### src/rtl/capi_command_arbiter_pkg.sv
// capi_command_arbiter_pkg
// Shared types for the CAPI command arbiter: PSL command/response structs,
// AFU command codes, tag type and the odd-parity helper used for every
// parity field driven toward the PSL.
package capi_command_arbiter_pkg;

  typedef byte unsigned tag_t;
  typedef logic [63:0]  pointer_t;

  typedef enum logic [12:0] {
    RESTART    = 13'h0001,
    READ_CL_NA = 13'h0A00,
    READ_CL_S  = 13'h0A50,
    WRITE_NA   = 13'h0D00,
    WRITE_MI   = 13'h0D60
  } afu_command_t;

  localparam logic [2:0] CAPI_DEFAULT_ABT = 3'b000;
  localparam logic [7:0] RSP_DONE         = 8'h00;

  // Command credit report from the PSL (ha_croom).
  typedef struct packed {
    logic [7:0] room;
  } CommandInterfaceInput;

  // Command bus toward the PSL.
  typedef struct packed {
    logic         valid;
    tag_t         tag;
    logic         tag_parity;
    afu_command_t command;
    logic         command_parity;
    logic [2:0]   abt;
    pointer_t     address;
    logic         address_parity;
    logic [15:0]  context_handle;
    logic [11:0]  size;
  } CommandInterfaceOutput;

  // Response bus from the PSL. credits is a signed return count.
  typedef struct packed {
    logic              valid;
    tag_t              tag;
    logic              tag_parity;
    logic [7:0]        response;
    logic signed [8:0] credits;
  } ResponseInterface;

  // Odd parity: the returned bit makes the total number of ones odd.
  // Zero-extending a narrower field does not change the result.
  function automatic logic odd_parity(input logic [63:0] data);
    return ~(^data);
  endfunction

endpackage

### src/rtl/capi_command_arbiter_if.sv
// capi_command_arbiter_if
// Requester-side bus of the command arbiter.
//   master : AFU engines (drive requests, receive grants and responses)
//   slave  : the arbiter
// Handshake: a requester raises req_valid[i] with command/address/size and
// holds all of them stable until it sees req_ready[i]=1 in the same cycle;
// that cycle is the accept and req_tag carries the assigned tag. rsp_valid[i]
// is a single-cycle, unacknowledged delivery of a completion for a tag that
// requester i owns.
interface capi_command_arbiter_if
  import capi_command_arbiter_pkg::*;
#(
  parameter int NUM_REQ = 4
);
  logic [NUM_REQ-1:0] req_valid;
  afu_command_t       req_command [NUM_REQ];
  pointer_t           req_address [NUM_REQ];
  logic [11:0]        req_size    [NUM_REQ];
  logic [NUM_REQ-1:0] req_ready;
  logic [7:0]         req_tag;
  logic [NUM_REQ-1:0] rsp_valid;
  logic [7:0]         rsp_tag;
  logic [7:0]         rsp_code;

  modport master (
    output req_valid, req_command, req_address, req_size,
    input  req_ready, req_tag, rsp_valid, rsp_tag, rsp_code
  );

  modport slave (
    input  req_valid, req_command, req_address, req_size,
    output req_ready, req_tag, rsp_valid, rsp_tag, rsp_code
  );
endinterface

### src/rtl/capi_command_arbiter_tag_allocator.sv
// capi_tag_allocator
// Tag free-map with lowest-free-first allocation and a per-tag owner table.
// Ports:
//   clock, reset   : clock, asynchronous active-high reset
//   alloc_en       : mark alloc_tag busy and record alloc_owner
//   alloc_owner    : requester index owning the new tag
//   alloc_tag      : lowest free tag (valid when tag_available)
//   tag_available  : at least one tag free
//   free_en        : release free_tag
//   free_tag       : tag being released; also the lookup index
//   free_tag_busy  : free_tag is currently busy
//   free_tag_owner : owner recorded for free_tag
//   busy           : any tag outstanding
// A tag released in cycle N is only visible as free from cycle N+1 because
// allocation decodes the registered map.
module capi_tag_allocator #(
  parameter int NUM_REQ  = 4,
  parameter int NUM_TAGS = 32,
  localparam int REQ_W   = $clog2(NUM_REQ),
  localparam int TAG_W   = $clog2(NUM_TAGS)
) (
  input  logic             clock,
  input  logic             reset,
  input  logic             alloc_en,
  input  logic [REQ_W-1:0] alloc_owner,
  output logic [TAG_W-1:0] alloc_tag,
  output logic             tag_available,
  input  logic             free_en,
  input  logic [TAG_W-1:0] free_tag,
  output logic             free_tag_busy,
  output logic [REQ_W-1:0] free_tag_owner,
  output logic             busy
);

  logic [NUM_TAGS-1:0] busy_map;
  logic [REQ_W-1:0]    owner_q [NUM_TAGS];

  // Descending scan so the lowest free index is the last one written.
  always_comb begin
    alloc_tag = '0;
    for (int i = NUM_TAGS - 1; i >= 0; i--) begin
      if (!busy_map[i]) alloc_tag = TAG_W'(i);
    end
  end

  assign tag_available  = ~&busy_map;
  assign free_tag_busy  = busy_map[free_tag];
  assign free_tag_owner = owner_q[free_tag];
  assign busy           = |busy_map;

  // alloc and free never address the same tag in one cycle: alloc only picks
  // free tags, free only acts on busy ones.
  always_ff @(posedge clock or posedge reset) begin
    if (reset) begin
      busy_map <= '0;
      for (int i = 0; i < NUM_TAGS; i++) owner_q[i] <= '0;
    end else begin
      if (alloc_en) begin
        busy_map[alloc_tag] <= 1'b1;
        owner_q[alloc_tag]  <= alloc_owner;
      end
      if (free_en) busy_map[free_tag] <= 1'b0;
    end
  end

endmodule

### src/rtl/capi_command_arbiter.sv
// capi_command_arbiter
// Shares the PSL command interface among NUM_REQ AFU requesters: round-robin
// arbitration, tag allocation, command credit tracking and response routing.
// Ports:
//   clock, reset : PSL clock, asynchronous active-high reset
//   job_start    : pulse; loads credits from command_in.room, rr pointer to 0
//   command_in   : PSL credit report (room)
//   command_out  : registered command to the PSL, valid for one cycle
//   response     : PSL response bus
//   req_if       : requester bus (slave modport)
//   busy         : any tag outstanding
//   error        : sticky protocol error
// Optional feature macro: CAPI_RESPONSE_PARITY_CHECK_EN -- when defined, a
// response whose tag_parity is wrong is dropped (tag stays busy, no credits
// returned) and error is set.
module capi_command_arbiter
  import capi_command_arbiter_pkg::*;
#(
  parameter int NUM_REQ  = 4,
  parameter int NUM_TAGS = 32
) (
  input  logic                   clock,
  input  logic                   reset,
  input  logic                   job_start,
  input  CommandInterfaceInput   command_in,
  output CommandInterfaceOutput  command_out,
  input  ResponseInterface       response,
  capi_command_arbiter_if.slave  req_if,
  output logic                   busy,
  output logic                   error
);

  localparam int REQ_W = $clog2(NUM_REQ);
  localparam int TAG_W = $clog2(NUM_TAGS);

  logic [7:0]          credits_q;
  logic [7:0]          room_q;
  logic [REQ_W-1:0]    rr_q;
  logic [NUM_REQ-1:0]  rsp_valid_q;
  logic [7:0]          rsp_tag_q;
  logic [7:0]          rsp_code_q;

  // ---------------- round-robin arbitration ----------------
  logic [REQ_W-1:0] winner;
  logic [REQ_W-1:0] rr_next;
  logic             found;
  int               cand;

  always_comb begin
    winner = '0;
    found  = 1'b0;
    cand   = 0;
    for (int k = 0; k < NUM_REQ; k++) begin
      cand = (int'(rr_q) + k) % NUM_REQ;
      if (!found && req_if.req_valid[REQ_W'(cand)]) begin
        found  = 1'b1;
        winner = REQ_W'(cand);
      end
    end
  end

  assign rr_next = (winner == REQ_W'(NUM_REQ - 1)) ? '0 : winner + 1'b1;

  // ---------------- tag allocator ----------------
  logic [TAG_W-1:0] alloc_tag;
  logic             tag_available;
  logic             free_tag_busy;
  logic [REQ_W-1:0] free_tag_owner;
  logic             issue;
  logic             rsp_accept;

  capi_tag_allocator #(
    .NUM_REQ  (NUM_REQ),
    .NUM_TAGS (NUM_TAGS)
  ) u_tag_allocator (
    .clock          (clock),
    .reset          (reset),
    .alloc_en       (issue),
    .alloc_owner    (winner),
    .alloc_tag      (alloc_tag),
    .tag_available  (tag_available),
    .free_en        (rsp_accept),
    .free_tag       (response.tag[TAG_W-1:0]),
    .free_tag_busy  (free_tag_busy),
    .free_tag_owner (free_tag_owner),
    .busy           (busy)
  );

  // A job_start cycle never issues: the freshly loaded credit value wins.
  assign issue = found && (credits_q != 8'd0) && tag_available && !job_start;

  assign req_if.req_ready = issue ? (NUM_REQ'(1) << winner) : '0;
  assign req_if.req_tag   = issue ? 8'(alloc_tag) : 8'd0;
  assign req_if.rsp_valid = rsp_valid_q;
  assign req_if.rsp_tag   = rsp_tag_q;
  assign req_if.rsp_code  = rsp_code_q;

  // ---------------- response qualification ----------------
  logic in_range;
  logic rsp_take;     // response participates (credits counted)
  logic parity_err;
  logic tag_err;

  // 9-bit compare so NUM_TAGS = 256 stays meaningful.
  assign in_range = ({1'b0, response.tag} < 9'(NUM_TAGS));

`ifdef CAPI_RESPONSE_PARITY_CHECK_EN
  logic parity_ok;
  assign parity_ok  = (response.tag_parity == odd_parity(64'(response.tag)));
  assign rsp_take   = response.valid && parity_ok;
  assign parity_err = response.valid && !parity_ok;
`else
  logic unused_tag_parity;
  assign unused_tag_parity = response.tag_parity;
  assign rsp_take          = response.valid;
  assign parity_err        = 1'b0;
`endif

  assign rsp_accept = rsp_take && in_range && free_tag_busy;
  assign tag_err    = rsp_take && !(in_range && free_tag_busy);

  // ---------------- credit arithmetic ----------------
  logic signed [10:0] credit_sum;
  logic [7:0]         credits_d;
  logic               credit_err;

  always_comb begin
    credit_sum = $signed({3'b000, credits_q});
    if (issue)    credit_sum = credit_sum - 11'sd1;
    if (rsp_take) credit_sum = credit_sum + $signed({{2{response.credits[8]}}, response.credits});
    credit_err = 1'b0;
    if (credit_sum < 11'sd0) begin
      credits_d  = 8'd0;
      credit_err = 1'b1;
    end else if (credit_sum > $signed({3'b000, room_q})) begin
      credits_d  = room_q;
      credit_err = 1'b1;
    end else begin
      credits_d  = credit_sum[7:0];
    end
  end

  // ---------------- registered state and outputs ----------------
  always_ff @(posedge clock or posedge reset) begin
    if (reset) begin
      credits_q   <= '0;
      room_q      <= '0;
      rr_q        <= '0;
      command_out <= '0;
      rsp_valid_q <= '0;
      rsp_tag_q   <= '0;
      rsp_code_q  <= '0;
      error       <= 1'b0;
    end else begin
      if (job_start) begin
        credits_q <= command_in.room;
        room_q    <= command_in.room;
        rr_q      <= '0;
      end else begin
        credits_q <= credits_d;
        if (issue) rr_q <= rr_next;
      end

      error <= error | tag_err | parity_err | (credit_err & ~job_start);

      if (issue) begin
        command_out.valid          <= 1'b1;
        command_out.tag            <= 8'(alloc_tag);
        command_out.tag_parity     <= odd_parity(64'(alloc_tag));
        command_out.command        <= req_if.req_command[winner];
        command_out.command_parity <= odd_parity(64'(req_if.req_command[winner]));
        command_out.abt            <= CAPI_DEFAULT_ABT;
        command_out.address        <= req_if.req_address[winner];
        command_out.address_parity <= odd_parity(req_if.req_address[winner]);
        command_out.context_handle <= 16'd0;
        command_out.size           <= req_if.req_size[winner];
      end else begin
        command_out <= '0;
      end

      if (rsp_accept) begin
        rsp_valid_q <= NUM_REQ'(1) << free_tag_owner;
        rsp_tag_q   <= response.tag;
        rsp_code_q  <= response.response;
      end else begin
        rsp_valid_q <= '0;
        rsp_tag_q   <= '0;
        rsp_code_q  <= '0;
      end
    end
  end

endmodule

### src/flat_wrapper.sv
// flat-port wrapper written by rule: the top's interface ports become plain ports
module capi_command_arbiter_flat import capi_command_arbiter_pkg::*;
#(
  parameter int NUM_REQ  = 4,
  parameter int NUM_TAGS = 32
)
  (clock, reset, job_start, command_in, command_out, response, busy, error, req_if_req_valid, req_if_req_command, req_if_req_address, req_if_req_size, req_if_req_ready, req_if_req_tag, req_if_rsp_valid, req_if_rsp_tag, req_if_rsp_code);
  capi_command_arbiter_if #(.NUM_REQ(NUM_REQ)) req_if_i ();
  input  logic clock;
  input  logic reset;
  input  logic job_start;
  input  CommandInterfaceInput command_in;
  output CommandInterfaceOutput command_out;
  input  ResponseInterface response;
  output logic busy;
  output logic error;
  input wire logic [$bits(req_if_i.req_valid)-1:0] req_if_req_valid;
  input wire logic [$bits(req_if_i.req_command)-1:0] req_if_req_command;
  input wire logic [$bits(req_if_i.req_address)-1:0] req_if_req_address;
  input wire logic [$bits(req_if_i.req_size)-1:0] req_if_req_size;
  output wire logic [$bits(req_if_i.req_ready)-1:0] req_if_req_ready;
  output wire logic [$bits(req_if_i.req_tag)-1:0] req_if_req_tag;
  output wire logic [$bits(req_if_i.rsp_valid)-1:0] req_if_rsp_valid;
  output wire logic [$bits(req_if_i.rsp_tag)-1:0] req_if_rsp_tag;
  output wire logic [$bits(req_if_i.rsp_code)-1:0] req_if_rsp_code;
  assign req_if_i.req_valid = req_if_req_valid;
  assign req_if_i.req_command = {>>{req_if_req_command}};
  assign req_if_i.req_address = {>>{req_if_req_address}};
  assign req_if_i.req_size = {>>{req_if_req_size}};
  assign req_if_req_ready = req_if_i.req_ready;
  assign req_if_req_tag = req_if_i.req_tag;
  assign req_if_rsp_valid = req_if_i.rsp_valid;
  assign req_if_rsp_tag = req_if_i.rsp_tag;
  assign req_if_rsp_code = req_if_i.rsp_code;
  capi_command_arbiter #(.NUM_REQ(NUM_REQ), .NUM_TAGS(NUM_TAGS)) u_core (.clock(clock), .reset(reset), .job_start(job_start), .command_in(command_in), .command_out(command_out), .response(response), .req_if(req_if_i), .busy(busy), .error(error));
endmodule
### config.mk
export PLATFORM = sky130hd
export DESIGN_NAME = capi_command_arbiter_flat
export DESIGN_NICKNAME = d
export VERILOG_FILES = /design/src/rtl/capi_command_arbiter_pkg.sv /design/src/rtl/capi_command_arbiter_if.sv /design/src/rtl/capi_command_arbiter_tag_allocator.sv /design/src/rtl/capi_command_arbiter.sv /design/src/flat_wrapper.sv
export SDC_FILE = /design/constraint.sdc
export NUM_CORES = 1
export LEC_CHECK = 0
export BUFFER_PORTS_ARGS = -buffer_cell sky130_fd_sc_hd__buf_2
export CAP_MARGIN = 20
export CORE_AREA = 2 2 215 217
export CTS_BUF_LIST = sky130_fd_sc_hd__clkbuf_2 sky130_fd_sc_hd__clkbuf_4 sky130_fd_sc_hd__clkbuf_8
export CTS_CLUSTER_DIAMETER = 60
export DETAILED_ROUTE_END_ITERATION = 7
export DIE_AREA = 0 0 217 219
export PLACE_DENSITY = 0.67
export SLEW_MARGIN = 20
export SYNTH_ARGS = -nofsm -noshare
export SYNTH_HDL_FRONTEND = slang
export SYNTH_SLANG_ARGS = --single-unit
### constraint.sdc
create_clock -name clock -period 12.1 [get_ports clock]
set_input_delay 2.42 -clock clock [delete_from_list [all_inputs] [get_ports clock]]
set_output_delay 2.42 -clock clock [all_outputs]
set_load 0.1 [all_outputs]
==> summary.md, run 1 <==
| Metric | Value |
|---|---|
| Tot GR Track Use | around 22% |
| Max Slew Vio Count | 0 |
| Post-synth EDFFs | 0 |
| Vias in the first global route | 12,400 |
| Worst setup EP type | register |
| Final #Nets | between 2,000 and 2,500 |
| Sinks on Clock Net | about 230 |
| Crit path required time | 12.59 ns |
| H-tree depth | 2 |
| Unrepaired setup endpoints after global routing | no |
| Via count | about 13,000 |
| Pwr per Cell Area | about 230 nW/µm² |
| Syn-to-layout area delta | 28.5% |
| Setup_tns | 0 ns |
| Combinational share of power | 54.7% |
| Clock transition at path regs | 0.05 ns |
| Cells on worst reg2reg path | 22 |
| Final setup fails | 0 |
| DR DRC count | 0 |
| Post-CTS setup buffers | 0 |
| Worst IR Drop VDD | 0.156 mV |
| Fin. Hold Viols | 0 |
| First-pass GRT wire length | roughly 79,000 µm |
| DR WL/cell | 21.6 µm |
| Arrival @ worst endpoint | ~8.3 ns |
| Register area | between 5000 and 6000 µm² |
| Tcrit/Tclk final | about 64% |
| Sw power | a little under 2000 µW |
| Max cap viols | 0 |
| Critical-path maximum fanout | 58 |
| Post-Syn Area | ~14,000 µm² |
| Final Wtd Congestion | ~1.0 |
| Area of the multi-input gates | about 7600 µm² |
| Startpoint of the worst register-to-register path | u_core.u_tag_allocator.busy_map[1] |
| Reg power frac | between 20% and 30% |
| Antenna violations before repair | 11 |
| Leakage power | 0.00915 µW |
| Synth Instances | approximately 1,400 |
| Library cells used by synthesis | 56 |
| Initial DRC Count | about 910 |
| Slew @ Worst Pin | approximately 1 ns |
| Slew margin rel. | between 30 and 40% |
| FILL cells | about 4,400 |
| Worst Hold Depth | 2 |
| Post-route cell area | between 15,000 and 20,000 µm² |
| Core ar. | roughly 45,000 µm² |
| CTS tree | yes |
| Hold EP | u_core.u_tag_allocator.owner_q[55] |
| Post_cts resized | 0 |
| Initial Utilization | a little over 30% |
| Most used flip-flop cell after synthesis | dfrtp_1 |
| Synth Register Bits | 233 |
| Hold_sp | u_core.u_tag_allocator.owner_q[55] |
| Die height | 219 µm |
| Buffers on Ports | 525 |
| Async S/R FF share, synth | 100% |
| Worst skew pair latency | 0.59 ns |
| Post-Place Worst Slack | 3.74 ns |
| Post-DP HPWL | ~42,000 µm |
| Status | finished, final reports clean |
| Clk_skew | roughly 0.024 ns |
| Max Clk Rate | roughly 130 MHz |
| Total CTS buffers | 45 |
| Num ports | 552 |
| Register area share after synthesis | a little over 40% |
| CP Launch Type | primary input |
| Gr ovfl total | 0 |
| Clk pwr share | between 20% and 30% |
| Most frequent cells in the layout | buf_2 (525), dfrtp_1 (233), nand2_1 (163) |
| Yosys warns | 0 |
| Pre-antenna DRT Iters | 6 |
| Cts hold-fix bufs | 0 |
| Worst Setup Slack, final | 4.32 ns |
| Hold WC Path Type | register to register |
| Row Count | 78 |
| Dpl cell area | around 17,000 µm² |
| P_int | ~2200 µW |
| Die area | ~48,000 µm² |
| Switching Share | a little under half |
| Syn avg cell area | 10.2 µm² |
| Pin count of the biggest net entering global routing | 110 |
| Most common cell after layout, fill and taps aside | buf_2 |
| Clk root buf | clkbuf_8 |
| Tmin final | approximately 7.8 ns |
| R2r setup slk | between 5 and 6 ns |
| Antenna Nets Post-Route | 0 |
| Clock Path Buffers | 3 |
| FF-to-FF End | u_core.credits_q[0] |
| Share of layout cells above drive strength 1 | between 40% and 50% |
| Final WL | between 50,000 and 60,000 µm |
| Die width | 217 µm |
| DR vias/cell | ~5.0 |
| Kind of critical path | primary input to register |
-- through the flow --
step / hold WS [ns] / utilization [%] / power, µW / instances
floorplan: 0.444 / - / 2800 / 1401
global placement: 0.456 / 37.9 / 3280 / 2435
detailed placement: 0.470 / 37.9 / 3310 / 2435
CTS: 0.483 / 40.0 / 4190 / 2515
global route: 0.501 / 40.0 / 4380 / 2517
finish: 0.481 / 40.1 / 4170 / 2525
-- layout make-up --
type / instances / area share [%]
inverters: 43 / 0.990
well taps: 600 / 4.15
clock inverters: 11 / 0.685
repair buffers: 536 / 15.0
multi-input cells: 1023 / 42.1
diodes: 10 / 0.138
clock buffers: 69 / 4.73
flip-flops and latches: 233 / 32.3
-- worst max path at each step --
stage	end	from	cells after the start
after floorplan	u_core.command_out[0]	reset	1
after global placement	u_core.credits_q[0]	req_if_req_valid[0]	23
after detailed placement	u_core.credits_q[0]	req_if_req_valid[0]	23
after CTS	u_core.credits_q[0]	req_if_req_valid[0]	23
after global routing	u_core.credits_q[0]	req_if_req_valid[0]	23
final	u_core.credits_q[0]	req_if_req_valid[0]	23
-- synthesized netlist by cell type, types with 11 or more instances --
library cell	number	area, µm²
dfrtp_1	233	5830
nand2_1	163	612
mux2i_1	145	1450
nor2_1	128	480
mux2_2	107	1200
o21ai_0	78	390
xnor2_1	62	543
inv_1	41	154
clkbuf_1	40	150
buf_4	34	255
and3_1	29	181
a21oi_1	28	140
mux4_2	27	608
nand3_1	24	120
ha_1	22	275
a22oi_1	15	113
xnor2_2	15	244
buf_1	14	52.6
xor2_1	13	114
a311oi_1	12	105
nor3_1	11	55.1
-- power groups by stage --
stage	Sequential (µW)	Combinational, µW	Clock (µW)
finish	1030	2280	857
global placement	1040	2250	0
global route	1050	2410	916
CTS	1030	2280	881
floorplan	1480	1320	0
detailed placement	1040	2270	0
-- critical path, stage by stage --
cell and delay, ns:
buf_2 0.13, or4_1 0.57, o31ai_1 0.13, nor2_1 0.08, buf_4 0.21, nand2b_4 0.49, buf_4 0.65, o21ai_0 0.32
ha_1 0.35, a21o_1 0.16, a21oi_1 0.21, o21bai_1 0.08, a21oi_1 0.24, o21bai_1 0.10, a21oi_1 0.25, xnor2_1 0.10
mux2_2 0.28, ha_1 0.29, nand4_1 0.07, nor2_1 0.09, o21a_1 0.47, mux2_2 0.39, o21ai_0 0.14
-- logic make-up (layout without fill, tap and decap cells) --
group / count (synthesis) / count (layout) / synth area share [%]
and+or+nand+nor: 425 / 425 / 13.5
muxes: 279 / 279 / 23.2
other: 1 / 39 / 0.0267
AOI/OAI and AO/OA: 177 / 177 / 7.86
xor gates and xnor gates: 90 / 90 / 6.41
DFF: 233 / 233 / 41.5
buffers and inverters: 145 / 659 / 5.39
adders and majority gates: 23 / 23 / 2.10
-- registers in the layout, summed over array words and instances, names as in the netlist --
| register | flops |
|---|---|
| u_core.room_q | 8 |
| u_core.command_out | 98 |
| u_core.req_if.rsp_tag | 8 |
| u_core.u_tag_allocator.busy_map | 32 |
| u_core.rr_q | 2 |
| u_core.req_if.rsp_valid | 4 |
| u_core.u_tag_allocator.owner_q | 64 |
| u_core.error | 1 |
| u_core.credits_q | 8 |
| u_core.req_if.rsp_code | 8 |
-- metal layers --
layer  up-vias  global-route usage, %  wire (µm)
met5         -                      0         23
met4         4                   5.78       1020
met3        65                   5.59       4730
met2       602                   36.4      25200
met1      6068                   29.9      23600
li1       5782                      -          -
Power figures use the tool's default switching activity.
==> run 2: changes to the inputs <==
--- a/config.mk
+++ b/config.mk
@@ -5,14 +5,15 @@
 export SDC_FILE = /design/constraint.sdc
 export NUM_CORES = 1
 export LEC_CHECK = 0
+export ABC_AREA = 1
 export BUFFER_PORTS_ARGS = -buffer_cell sky130_fd_sc_hd__buf_2
 export CAP_MARGIN = 20
-export CORE_AREA = 2 2 215 217
+export CORE_AREA = 2 2 217 219
 export CTS_BUF_LIST = sky130_fd_sc_hd__clkbuf_2 sky130_fd_sc_hd__clkbuf_4 sky130_fd_sc_hd__clkbuf_8
 export CTS_CLUSTER_DIAMETER = 60
 export DETAILED_ROUTE_END_ITERATION = 7
-export DIE_AREA = 0 0 217 219
-export PLACE_DENSITY = 0.67
+export DIE_AREA = 0 0 219 221
+export PLACE_DENSITY = 0.69
 export SLEW_MARGIN = 20
 export SYNTH_ARGS = -nofsm -noshare
 export SYNTH_HDL_FRONTEND = slang
==> constraint.sdc (replaced) <==
create_clock -name clock -period 6.8 [get_ports clock]
set_input_delay 1.36 -clock clock [delete_from_list [all_inputs] [get_ports clock]]
set_output_delay 1.36 -clock clock [all_outputs]
set_load 0.1 [all_outputs]
==> run 2 against run 1 <==
  * Global-route usage about the same
  * Synthesized cell count increased by 41%
  * Sequential share of layout area is 0.60 points lower
  * Area after synthesis grew 2.1%
  * Cell count is 23% higher
  * Flip-flop and latch count unchanged
  * Setup slack lost 3.6 ns
  * Critical endpoint is now req_if_req_tag[2]
  * Highest routed layer unchanged
==> summary.md, run 2 <==
| Metric | Value |
|---|---|
| Final Wtd Congestion | approximately 0.94 |
| Post-DP HPWL | approximately 42,000 µm |
| Tmin final | slightly above 6 ns |
| Crit-path cells | inv_1 > nor4_1 > nand2_1 > o41ai_1 > inv_1 > nand2_1 > nor2_2 > inv_4 > buf_4 > buf_4 > nor2_1 > buf_2 |
| Initial Utilization | roughly 31% |
| Dpl cells | 3,006 |
| Synth area leaders | dfrtp_1 (41%), nand2_1 (12%), inv_1 (5.1%) |
| Row Count | between 70 and 80 |
| Async S/R FF share, synth | 100% |
| CP Launch Type | register |
| Top Registers | u_core.command_out: 98 flops, u_core.u_tag_allocator.owner_q: 64 flops, u_core.u_tag_allocator.busy_map: 32 flops |
| Count leader, synth | nand2_1 |
| Dpl cell area | between 15,000 and 20,000 µm² |
| Initial DRC Count | roughly 1,100 |
| Crit path required time | 5.44 ns |
| Max Slew Vio Count | 0 |
| Cts hold-fix bufs | 0 |
| Clock Path Buffers | 3 |
| Post_cts resized | 0 |
| Critical Path Slowest Stage Cell | o41ai_1 |
| Core ar. | around 46,000 µm² |
| First-pass GRT wire length | 83,800 µm |
| Critical-path maximum fanout | between 50 and 60 |
| Via count | about 15,000 |
| Pre-antenna DRT Iters | 5 |
| Clk root buf | clkbuf_8 |
| Final cell count without fillers | about 3,100 |
| Die height | 221 µm |
| Most common cell after layout, fill and taps aside | buf_2 |
| Reg with most FFs | u_core.command_out |
| Antenna violations before repair | 25 |
| Sinks on Clock Net | about 230 |
| Final setup fails | 0 |
| Synth Instances | 1,942 |
| Syn avg cell area | about 7.4 µm² |
| Yosys warns | 0 |
| Vias in the first global route | 14,600 |
| Final #Nets | about 2,900 |
| Max FFs per register | between 90 and 100 |
| Cells on worst reg2reg path | 26 |
| DR vias/cell | 4.91 |
| Post-Syn Area | around 14,000 µm² |
| Final WL | between 50,000 and 60,000 µm |
| CP delay by family, top | buffers and inverters |
| Num ports | approximately 550 |
| Library cells used by synthesis | approximately 50 |
| Arrival @ worst endpoint | 4.70 ns |
| Worst setup EP type | primary output |
| Crit path buf inv count | 6 |
| Worst Setup Slack, final | 0.737 ns |
| Most frequent cells after synthesis | nand2_1 (469), dfrtp_1 (233), inv_1 (197) |
| Slew @ Worst Pin | 0.949 ns |
| Slew margin rel. | a little under two fifths |
| Worst Hold Depth | 2 |
| Hold WC Path Type | register to register |
| Worst skew pair latency | ~0.64 ns |
| Pin count of the biggest net entering global routing | about 130 |
| Unrepaired setup endpoints after global routing | no |
| Buffers on Ports | 525 |
| Fin. Hold Viols | 0 |
| Tcrit/Tclk final | between 80% and 90% |
| Syn-to-layout area delta | 28.3% |
| Synth top area share | 40.6% |
| Gr ovfl total | 0 |
| Setup_tns | 0 ns |
| Tot GR Track Use | 22.5% |
| Die area | roughly 48,000 µm² |
| Register area share after synthesis | between 40 and 50% |
| H-tree depth | 2 |
| Biggest cell delay along the critical path | just under 0.7 ns |
| Post-CTS setup buffers | 0 |
| Max Clk Rate | roughly 160 MHz |
| Post-Place Worst Slack | ~0.57 ns |
| Total CTS buffers | between 40 and 50 |
| CTS tree | yes |
| Kind of critical path | register to primary output |
| Most used flip-flop cell after synthesis | dfrtp_1 |
| Status | finished, final reports clean |
| Antenna Nets Post-Route | 0 |
| DR WL/cell | approximately 18 µm |
| CP Depth | 12 |
| Clock transition at path regs | about 0.05 ns |
| Synth Register Bits | 233 |
| Clk_skew | between 0.03 and 0.04 ns |
| DR DRC count | 0 |
| FILL cells | ~4,900 |
| Area leader, netlist | dfrtp_1 |
| Most frequent cells in the layout | buf_2 (525), nand2_1 (469), dfrtp_1 (233) |
| Max cap viols | 0 |
| Share of layout cells above drive strength 1 | 26.9% |
| Post-synth EDFFs | 0 |
| Post-route cell area | between 15,000 and 20,000 µm² |
| Die width | between 200 and 250 µm |
run 2: cell count changes in the layout (fill, tap and decap cells not counted), moves of 54 or more:
cell | previous run | this run
inv_1 | 40 | 196
mux2i_1 | 145 | 1
a21oi_1 | 28 | 142
nand3_1 | 24 | 105
nor2_1 | 128 | 182
nand2_1 | 163 | 469
o21ai_0 | 77 | 131
mux2_2 | 107 | 0
run 2: tightest hold or removal path, stage by stage, from the launching register on:
cell and delay [ns]:
dfrtp_1 0.34, nand2_1 0.05, o21ai_0 0.06
run 2: per-stage QoR:
step                util, %  hold slack (ns)
floorplan                 -            0.454
global placement       37.8            0.466
detailed placement     37.8            0.474
CTS                    39.9            0.488
global route           40.0            0.501
finish                 40.0            0.486
run 2: cells by family (layout without fill, tap and decap cells):
logic type	Yosys count	count (layout)	share of synthesized area (%)
AND/OR/NAND/NOR	839	839	24.3
multiplexers	3	3	0.227
other	1	46	0.0261
flip-flops	233	233	40.6
XOR/XNOR	57	57	3.63
adder cells (fa/ha/maj)	23	23	2.06
AO/OA/AOI/OAI	459	459	18.9
buffers and inverters	327	833	10.2
run 2: worst paths after layout:
kind / from / to / slack [ns]
max: u_core.u_tag_allocator.busy_map[20] / req_if_req_tag[2] / 0.74
min in group asynchronous: reset / u_core.command_out[86] / 0.70
min reg2reg: u_core.u_tag_allocator.owner_q[46] / u_core.u_tag_allocator.owner_q[46] / 0.49
min: u_core.u_tag_allocator.owner_q[46] / u_core.u_tag_allocator.owner_q[46] / 0.49
max reg2reg: u_core.u_tag_allocator.busy_map[20] / u_core.credits_q[5] / 0.95
max in group asynchronous: reset / u_core.command_out[63] / 4.94
run 2: per-layer routing:
metal | wire length (µm) | track usage (%) | vias to the layer above
met5 | 38 | 0 | -
met4 | 3190 | 12.8 | 6
met3 | 4200 | 5.39 | 155
met2 | 26800 | 37.7 | 665
met1 | 20700 | 26.0 | 7030
li1 | - | - | 7372
run 2: final cells by class:
| class | instances | area, µm² | share of cell area, % |
|---|---|---|---|
| sequential | 233 | 5830 | 31.7 |
| multi-input combinational | 1410 | 7170 | 38.9 |
| tap | 607 | 759 | 4.12 |
| clock buffer | 70 | 870 | 4.72 |
| inverter | 206 | 782 | 4.25 |
| clock inverter | 6 | 86.3 | 0.469 |
| antenna | 17 | 42.5 | 0.231 |
| timing repair buffer | 551 | 2880 | 15.6 |
Power of run 2 is not shown: default switching activity piles up to over one toggle a cycle in this logic, so the estimate is an artifact.
==> run 3: changes to the inputs <==
--- a/config.mk
+++ b/config.mk
@@ -9,7 +9,6 @@
 export BUFFER_PORTS_ARGS = -buffer_cell sky130_fd_sc_hd__buf_2
 export CAP_MARGIN = 20
 export CORE_AREA = 2 2 217 219
-export CTS_BUF_LIST = sky130_fd_sc_hd__clkbuf_2 sky130_fd_sc_hd__clkbuf_4 sky130_fd_sc_hd__clkbuf_8
 export CTS_CLUSTER_DIAMETER = 60
 export DETAILED_ROUTE_END_ITERATION = 7
 export DIE_AREA = 0 0 219 221
==> run 3 against run 2 <==
  * Die area stayed put
  * Sequential share of layout area is 0.15 points lower
  * Clock-buffer cell count decreased by 30
  * Setup slack improved by 0.024 ns
  * Highest routed layer unchanged
==> summary.md, run 3 (same netlist as run 2, synthesis figures left out) <==
| Metric | Value |
|---|---|
| Unrepaired setup endpoints after global routing | no |
| Hold WC Path Type | register to register |
| Die area | around 48,000 µm² |
| Worst skew pair latency | between 0.5 and 0.6 ns |
| Max FFs per register | 98 |
| Tmin final | approximately 6 ns |
| Kind of critical path | register to primary output |
| Tot GR Track Use | between 20% and 30% |
| DR vias/cell | between 4 and 5 |
| Max Clk Rate | 166 MHz |
| Worst hold margin | 0.487 ns |
| Clk_skew | approximately 0.013 ns |
| Tcrit/Tclk final | roughly nine tenths |
| CTS tree | yes |
| Row Count | 79 |
| Most common cell after layout, fill and taps aside | buf_2 |
| Post-DP HPWL | roughly 42,000 µm |
| Biggest cell delay along the critical path | between 0.6 and 0.7 ns |
| H-tree depth | 1 |
| Fin. Hold Viols | 0 |
| Initial DRC Count | between 1,000 and 1,500 |
| Antenna Nets Post-Route | 0 |
| Worst Setup Slack, final | roughly 0.76 ns |
| Vias in the first global route | around 15,000 |
| Die width | roughly 220 µm |
| Post_cts resized | 0 |
| Antenna violations before repair | 25 |
| Share of layout cells above drive strength 1 | roughly a quarter |
| Pre-antenna DRT Iters | 5 |
| DR WL/cell | 17.7 µm |
| Final Wtd Congestion | between 0.9 and 1 |
| Syn-to-layout area delta | 28.9% |
| CP delay by family, top | buffers and inverters |
| Slew @ Worst Pin | between 1 and 1.5 ns |
| Core ar. | 46,100 µm² |
| Clock Path Buffers | 3 |
| Cts hold-fix bufs | 0 |
| Critical-path maximum fanout | 54 |
| Post-CTS setup buffers | 0 |
| Setup_tns | 0 ns |
| DR DRC count | 0 |
| Worst setup EP type | primary output |
| Final #Nets | between 2,000 and 3,000 |
| Total CTS buffers | 31 |
| Num ports | 552 |
| Crit path buf inv count | 6 |
| Sinks on Clock Net | 233 |
| Via count | roughly 15,000 |
| Clk root buf | clkbuf_16 |
| Max cap viols | 0 |
| Layout Utilization | roughly two fifths |
| Pin count of the biggest net entering global routing | 129 |
| First-pass GRT wire length | 83,000 µm |
| Final setup fails | 0 |
| Max Slew Vio Count | 0 |
| Buffers on Ports | around 530 |
| Reg with most FFs | u_core.command_out |
| Final WL | approximately 54,000 µm |
| Initial Utilization | between 30% and 40% |
| Die height | 221 µm |
| Crit-path cells | inv_1 > nor4_1 > nand2_1 > o41ai_1 > inv_1 > nand2_1 > nor2_2 > inv_4 > buf_4 > buf_4 > nor2_1 > buf_2 |
| Crit path required time | 5.44 ns |
| CP Launch Type | register |
| Clock transition at path regs | about 0.060 ns |
| Top Registers | u_core.command_out: 98 flops, u_core.u_tag_allocator.owner_q: 64 flops, u_core.u_tag_allocator.busy_map: 32 flops |
| Slew margin rel. | 25.5% |
| Critical Path Slowest Stage Cell | o41ai_1 |
| Gr ovfl total | 0 |
| Status | finished, final reports clean |
| Post-Place Worst Slack | approximately 0.57 ns |
| Arrival @ worst endpoint | 4.68 ns |
| Most frequent cells in the layout | buf_2 (525), nand2_1 (469), dfrtp_1 (233) |
==> run 3: cell types whose count changed in the layout (fill, tap and decap cells not counted), sizes merged <==
cell / before / now
buf: 551 / 550
bufinv: 1 / 3
clkbuf: 70 / 40
clkinv: 4 / 10
clkinvlp: 2 / 3
diode: 17 / 18
inv: 205 / 207
==> run 3: final timing paths <==
kind / startpoint / endpoint / slack (ns) / cells after the start
min in group asynchronous: reset / u_core.command_out[7] / 0.76 / 2
hold reg to reg: u_core.u_tag_allocator.owner_q[54] / u_core.u_tag_allocator.owner_q[54] / 0.49 / 2
setup / recovery: u_core.u_tag_allocator.busy_map[20] / req_if_req_tag[2] / 0.76 / 12
max in group asynchronous: reset / u_core.command_out[41] / 4.91 / 3
setup reg to reg: u_core.u_tag_allocator.busy_map[20] / u_core.credits_q[5] / 0.92 / 26
hold / removal: u_core.u_tag_allocator.owner_q[54] / u_core.u_tag_allocator.owner_q[54] / 0.49 / 2
==> run 3: worst register-to-register path, cell delays in order, from the launching register on <==
cell and delay, ns:
dfrtp_1 0.38, inv_1 0.08, nor4_1 0.48, nand2_1 0.21, o41ai_1 0.68, inv_1 0.10, nand2_1 0.22, nor2_2 0.09
buf_4 0.21, xor2_1 0.17, ha_1 0.22, fa_1 0.42, a21oi_1 0.16, o21bai_1 0.11, xor2_1 0.16, o21ai_0 0.34
ha_1 0.32, a21o_1 0.17, a31oi_1 0.16, o211ai_1 0.12, nand2_1 0.07, inv_1 0.04, o32ai_1 0.12, nand2_1 0.22
inv_1 0.26, o21ai_0 0.11, o21ai_0 0.19
==> run 3: cell type report <==
type | count | area [µm²]
timing repair buffer | 550 | 2870
tap | 607 | 759
inverter | 206 | 782
fill | 4919 | 27600
multi-input combinational | 1410 | 7170
clock inverter | 17 | 204
sequential | 233 | 5830
clock buffer | 40 | 850
antenna | 18 | 45.0
==> run 3: stage by stage <==
stage	std cells	area, µm²
after floorplan	1970	14500
after global placement	3006	17400
after detailed placement	3006	17400
after CTS	3063	18500
after global routing	3077	18500
final	3081	18500
==> run 3: per-layer routing <==
| layer | vias up | GRT usage [%] | wire length (µm) |
|---|---|---|---|
| met4 | 6 | 12.0 | 3060 |
| met2 | 619 | 37.3 | 26500 |
| li1 | 7345 | - | - |
| met5 | - | 0 | 37 |
| met1 | 6937 | 25.9 | 20800 |
| met3 | 127 | 4.78 | 3930 |
Power of run 3 is left out for the same reason.
